===== src/rtl/share_packer.sv =====
// Purpose: gathers N_SHARES share words and RANDNUM random words into one packed transaction for XOR unmasking.
// Latency: o_dvld pulses in the cycle right after the edge that accepts the final word (ena high).
// Backpressure: s_rdy/r_rdy drop once a lane is full, while issuing, during rst, or with ena low.
module share_packer #(
    parameter int K_WIDTH  = 32,
    parameter int N_SHARES = 3,
    parameter int RANDNUM  = (N_SHARES == 1) ? 0 :
        ($clog2(N_SHARES + 1) - 1) *
        (1 << (($clog2(N_SHARES + 1) >= 2) ? ($clog2(N_SHARES + 1) - 2) : 0)) +
        N_SHARES - (1 << ($clog2(N_SHARES + 1) - 1))
) (
    input  logic                                           clk,
    input  logic                                           rst,
    input  logic                                           ena,
    input  logic                                           s_vld,
    output logic                                           s_rdy,
    input  logic [K_WIDTH-1:0]                             s_data,
    input  logic                                           r_vld,
    output logic                                           r_rdy,
    input  logic [K_WIDTH-1:0]                             r_data,
    output logic [K_WIDTH*N_SHARES-1:0]                    o_x,
    output logic [K_WIDTH*((RANDNUM > 0) ? RANDNUM : 1)-1:0] o_rnd,
    output logic                                           o_dvld
);

    // A zero-randomness build still keeps one (always-zero) random slot so widths stay legal.
    localparam int RND_SLOTS = (RANDNUM > 0) ? RANDNUM : 1;
    localparam int SH_W      = $clog2(N_SHARES + 1);
    localparam int RN_W      = (RANDNUM > 0) ? $clog2(RANDNUM + 1) : 1;
    localparam logic [SH_W-1:0] SH_FULL = SH_W'(N_SHARES);
    localparam logic [RN_W-1:0] RN_FULL = RN_W'(RANDNUM);

    typedef enum logic {COLLECT, ISSUE} state_t;

    state_t                  state;
    logic [SH_W-1:0]         sh_cnt;
    logic [SH_W-1:0]         sh_nxt;
    logic [RN_W-1:0]         rn_cnt;
    logic [RN_W-1:0]         rn_nxt;
    logic [K_WIDTH-1:0]      sh_buf  [N_SHARES];
    logic [K_WIDTH-1:0]      rn_buf  [RND_SLOTS];
    logic [K_WIDTH-1:0]      sh_view [N_SHARES];
    logic [K_WIDTH-1:0]      rn_view [RND_SLOTS];
    logic [K_WIDTH*N_SHARES-1:0]  x_pack;
    logic [K_WIDTH*RND_SLOTS-1:0] r_pack;
    logic                    s_acc;
    logic                    r_acc;
    logic                    done;

    assign s_rdy = !rst && ena && (state == COLLECT) && (sh_cnt < SH_FULL);

    if (RANDNUM > 0) begin : g_rnd
        assign r_rdy = !rst && ena && (state == COLLECT) && (rn_cnt < RN_FULL);
    end else begin : g_no_rnd
        assign r_rdy = 1'b0;
    end

    // The pulse lives in the ISSUE cycle itself; ena low defers it, nothing downstream can.
    assign o_dvld = !rst && ena && (state == ISSUE);

    assign s_acc = s_vld && s_rdy;
    assign r_acc = r_vld && r_rdy;

    // Per-slot "buffer after this cycle" view, so the output load includes the word landing on the same edge.
    always_comb begin
        sh_nxt = sh_cnt + SH_W'(s_acc);
        rn_nxt = rn_cnt + RN_W'(r_acc);
        done   = (sh_nxt == SH_FULL) && (rn_nxt == RN_FULL);
        x_pack = '0;
        r_pack = '0;
        for (int i = 0; i < N_SHARES; i++) begin
            sh_view[i] = (s_acc && (sh_cnt == SH_W'(i))) ? s_data : sh_buf[i];
            x_pack[i*K_WIDTH +: K_WIDTH] = sh_view[i];
        end
        for (int j = 0; j < RND_SLOTS; j++) begin
            rn_view[j] = (r_acc && (rn_cnt == RN_W'(j))) ? r_data : rn_buf[j];
            r_pack[j*K_WIDTH +: K_WIDTH] = rn_view[j];
        end
    end

    // Collect/issue sequencing, buffer writes and output register load.
    always_ff @(posedge clk) begin
        if (rst) begin
            state  <= COLLECT;
            sh_cnt <= '0;
            rn_cnt <= '0;
            o_x    <= '0;
            o_rnd  <= '0;
            for (int i = 0; i < N_SHARES; i++) sh_buf[i] <= '0;
            for (int j = 0; j < RND_SLOTS; j++) rn_buf[j] <= '0;
        end else if (ena) begin
            if (state == COLLECT) begin
                sh_cnt <= sh_nxt;
                rn_cnt <= rn_nxt;
                for (int i = 0; i < N_SHARES; i++) sh_buf[i] <= sh_view[i];
                for (int j = 0; j < RND_SLOTS; j++) rn_buf[j] <= rn_view[j];
                if (done) begin
                    state <= ISSUE;
                    o_x   <= x_pack;
                    o_rnd <= r_pack;
                end
            end else begin
                sh_cnt <= '0;
                rn_cnt <= '0;
                state  <= COLLECT;
            end
        end
    end

endmodule


===== config.mk =====
export PLATFORM = sky130hd
export DESIGN_NAME = share_packer
export DESIGN_NICKNAME = d
export VERILOG_FILES = /design/src/rtl/share_packer.sv
export SDC_FILE = /design/constraint.sdc
export NUM_CORES = 1
export LEC_CHECK = 0
export CORE_ASPECT_RATIO = 2
export CORE_MARGIN = 10
export CORE_UTILIZATION = 45
export CTS_CLUSTER_SIZE = 25
export DETAILED_ROUTE_END_ITERATION = 7
export PLACE_DENSITY = 0.68
export SLEW_MARGIN = 0
export SYNTH_ARGS = -nofsm -noshare
export SYNTH_HDL_FRONTEND = slang
export SYNTH_SLANG_ARGS = --single-unit

===== constraint.sdc =====
create_clock -name clk -period 3.9 [get_ports clk]
set_input_delay 1.17 -clock clk [delete_from_list [all_inputs] [get_ports clk]]
set_output_delay 1.17 -clock clk [all_outputs]
set_load 0.01 [all_outputs]

==> flow_metrics.py <==
metrics = {
    "finish": {
        "final_design_area_no_fill_um2": 18300,
        "final-seq-area_um2": 8110,
        "layout_common_cells": "227 x sky130_fd_sc_hd__clkdlybuf4s50_1, 165 x sky130_fd_sc_hd__a21oi_1, 163 x sky130_fd_sc_hd__dfxtp_1",
        "layout.filler_cells": 2659,
        "final_layout_size_suffix_gt1_share_pct": 8.67,
        "final_nets": 1573,
        "multiInputGateArea_um2": 5410,
        "antenna_cells": 0,
        "most_common_cell_after_layout_fill_and_taps_aside": "sky130_fd_sc_hd__clkdlybuf4s50_1",
        "synthToLayoutAreaGrowth_pct": 28.3,
    },
    "sta": {
        "tightest_slew_ps": 1190,
        "setup-tns-final_ps": 0,
        "final.min_clock_period_ps": 3720,
        "timing.fmax_mhz": 269,
        "report.final.setup_viol": 0,
        "setup_repair_after_global_routing_missed_its_margin": "no",
        "clock-skew-final_ps": 20.3,
        "timing.final.ws_setup_ps": 177,
        "hold_viol": 0,
        "final_min_period_over_clock_period_pct": 95.5,
        "maxSlewHeadroom_pct": 20.4,
        "final-max-slew-violation-count": 0,
    },
    "place": {
        "gpl.final_weighted_congestion": 0.862,
        "post_placement_setup_slack_ps": -248,
        "postPlaceCellArea_um2": 17300,
        "detailedPlacementHpwl_mm": 32.5,
        "port_buffers": 231,
    },
    "setup_path": {
        "ff2ff_setup_slack_ps": 890,
        "worstPathMaxFanout": 5,
        "startpoint_type": "input pin",
        "worst_setup_path_end_kind": "primary output",
        "critPathBufInv": 3,
        "worstPathRequired_ps": 2730,
        "cp_top_family": "buffers and inverters",
        "crit_type": "in -> out",
        "crit_chain": "dlygate4sd2_1 > nor2b_4 > nand2b_4 > a21oi_1 > buf_4 > clkdlybuf4s50_1",
        "slowest_stage": "sky130_fd_sc_hd__clkdlybuf4s50_1",
        "critical_path.max_stage_delay_ps": 530,
        "crit_arrival_ps": 2550,
    },
    "drt": {
        "detail_route.vias_per_cell": 6.82,
        "detail-route-antenna-nets": 0,
        "dr.first_iter.drc_count": 1430,
        "drt-wirelength-per-cell_um": 26.4,
        "firstDrtPassIters": 6,
        "route.detailed.drc": 0,
        "total_wirelength_of_the_detailed_routed_design_mm": 51.3,
        "dr_total_vias": 13300,
    },
    "synth": {
        "synth_ff_type": "sky130_fd_sc_hd__dfxtp_1",
        "synthTopCellsByArea": "sky130_fd_sc_hd__edfxtp_1 34%, sky130_fd_sc_hd__dfxtp_1 23%, sky130_fd_sc_hd__a311oi_1 9.8%, sky130_fd_sc_hd__a31oi_1 7.0%, sky130_fd_sc_hd__a21oi_1 5.8%",
        "synth.cell_area_um2": 14200,
        "synth.avg_cell_area_um2": 10.5,
        "synthCells": 1360,
        "synthDominantAreaCellType": "sky130_fd_sc_hd__edfxtp_1",
        "netlist.area_leader.share_pct": 33.7,
        "synth.ff_latch_count": 325,
        "yosysWarnings": 0,
        "synthDistinctLibCells": 34,
        "synth_async_sr_flop_share_pct": 0,
        "synth_enable_flop_cells": 160,
        "synth_nets": 1431,
        "ys_seq_area_share_pct": 56.9,
    },
    "grt": {
        "grt_antenna_before_repair": 0,
        "grt_pass1_wl_mm": 78.8,
        "pin_count_of_the_biggest_net_entering_global_routing": 94,
        "overflow": 0,
        "groute.usage.overall_pct": 24.4,
        "grt_pass1_vias": 13000,
    },
    "floorplanning": {
        "die_area_um2": 39600,
        "die_width_um": 146,
        "coreArea_um2": 31400,
        "core.rowCount": 92,
        "initial_core_util_pct": 45.3,
        "die_y_um": 272,
        "io-pin-count": 232,
    },
    "clock_network": {
        "tritoncts_clock_tree": "built",
        "worst_setup_hold_path_clk_slew_ps": 70,
        "cts_num_sinks": 325,
        "clock-root-buffer": "sky130_fd_sc_hd__clkbuf_16",
        "clk-insertion-delay-late_ps": 570,
        "cts_repair_resize_count": 3,
        "cts_hold_buffers_added": 0,
        "cts-buffers-inserted": 29,
        "post_cts_buffers": 0,
        "max_clock_buf_depth": 3,
        "clock_tree.htree_level_count": 1,
    },
    "status": {
        "status": "finished, final reports clean",
    },
    "pwr": {
        "power_frac_clock_pct": 40.4,
        "irDropWorstVdd_v": 0.000302,
        "netSwitchingPower_uw": 1730,
        "power_per_cell_area_nw_per_um2": 394,
        "p_sw_share_pct": 24.0,
        "comb_power_share_pct": 8.0,
        "power.sequential.fraction_pct": 51.6,
        "p_int_uw": 5470,
        "power.leakage_uw": 0.00547,
    },
    "min_path": {
        "worst_min_delay_path_class": "reg -> reg",
    },
    "job": {
        "maxCapViolations": 0,
    },
}
==> area by class of cell <==
class / instances / share of cell area, %
clock buffer: 43 / 4.54
clock inverter: 9 / 0.554
inverter: 3 / 0.0890
multi-input combinational: 841 / 29.6
sequential: 325 / 44.4
tap: 423 / 2.89
timing repair buffer: 302 / 18.0
==> power by group through the flow <==
stage	registers, uW	clock network (uW)	logic, uW
CTS	3720	2950	570
global route	3720	3080	613
global placement	3790	0	563
detailed placement	3790	0	567
finish	3720	2910	579
floorplan	3780	0	303
==> cell families after synthesis <==
family          synth area share (%)
simple gates                    8.54
fa+ha+maj                      0.176
flops                           56.9
compound gates                  28.5
xor+xnor                       0.123
buf+inv                         5.79
==> worst reg2reg max path, delay by kind of cell, from the launching register on <==
kind                     cells  cell delay (ps)
AO/OA/AOI/OAI                2              420
AND/OR/NAND/NOR              3             1230
flip-flops                   1              490
adder cells (fa/ha/maj)      1              260
buffers and inverters        3              510
==> final timing paths <==
kind / start / cells after the start / endpoint
worst max-delay path: ena / 6 / s_rdy
worst min-delay path: o_rnd[15]$_SDFFE_PP0P_ / 2 / o_rnd[15]$_SDFFE_PP0P_
worst max register to register: state$_SDFFE_PP0P_ / 9 / o_rnd[7]$_SDFFE_PP0P_
worst min register to register: o_rnd[15]$_SDFFE_PP0P_ / 2 / o_rnd[15]$_SDFFE_PP0P_
==> cells in the mapped netlist, types with 3 or more instances <==
| library cell | n |
|---|---|
| sky130_fd_sc_hd__a21oi_1 | 165 |
| sky130_fd_sc_hd__dfxtp_1 | 165 |
| sky130_fd_sc_hd__o21ai_0 | 162 |
| sky130_fd_sc_hd__a311oi_1 | 160 |
| sky130_fd_sc_hd__a31oi_1 | 160 |
| sky130_fd_sc_hd__edfxtp_1 | 160 |
| sky130_fd_sc_hd__clkbuf_1 | 142 |
| sky130_fd_sc_hd__nand4_1 | 96 |
| sky130_fd_sc_hd__nand3_1 | 33 |
| sky130_fd_sc_hd__nand4b_1 | 32 |
| sky130_fd_sc_hd__buf_2 | 31 |
| sky130_fd_sc_hd__buf_1 | 10 |
| sky130_fd_sc_hd__nor2_1 | 5 |
| sky130_fd_sc_hd__buf_6 | 4 |
| sky130_fd_sc_hd__nand2b_1 | 4 |
| sky130_fd_sc_hd__nor2b_1 | 4 |
| sky130_fd_sc_hd__buf_4 | 3 |
| sky130_fd_sc_hd__nand2_1 | 3 |
==> through the flow <==
step | hold slack (ps) | instances | utilization (%) | power (uW)
finish | 543 | 1946 | 58.2 | 7200
global route | 559 | 1946 | 58.2 | 7410
CTS | 547 | 1946 | 58.2 | 7240
detailed placement | 538 | 1894 | 55.2 | 4360
global placement | 527 | 1894 | 55.2 | 4350
floorplan | 514 | 1360 | - | 4080
==> per-layer routing <==
metal	up-vias	GRT usage (%)	part of all wire, %
met2	759	42.0	51
li1	5837	-	-
met4	0	10.3	3.8
met3	108	3.63	7.9
met1	6572	29.8	37
met5	-	0	0
==> registers in the layout (all words and copies together) (netlist names) <==
name	cells
o_rnd	64
o_x	96
rn_buf	64
rn_cnt	2
sh_buf	96
sh_cnt	2
state	1
No activity file was read; power rests on OpenSTA's default activity.
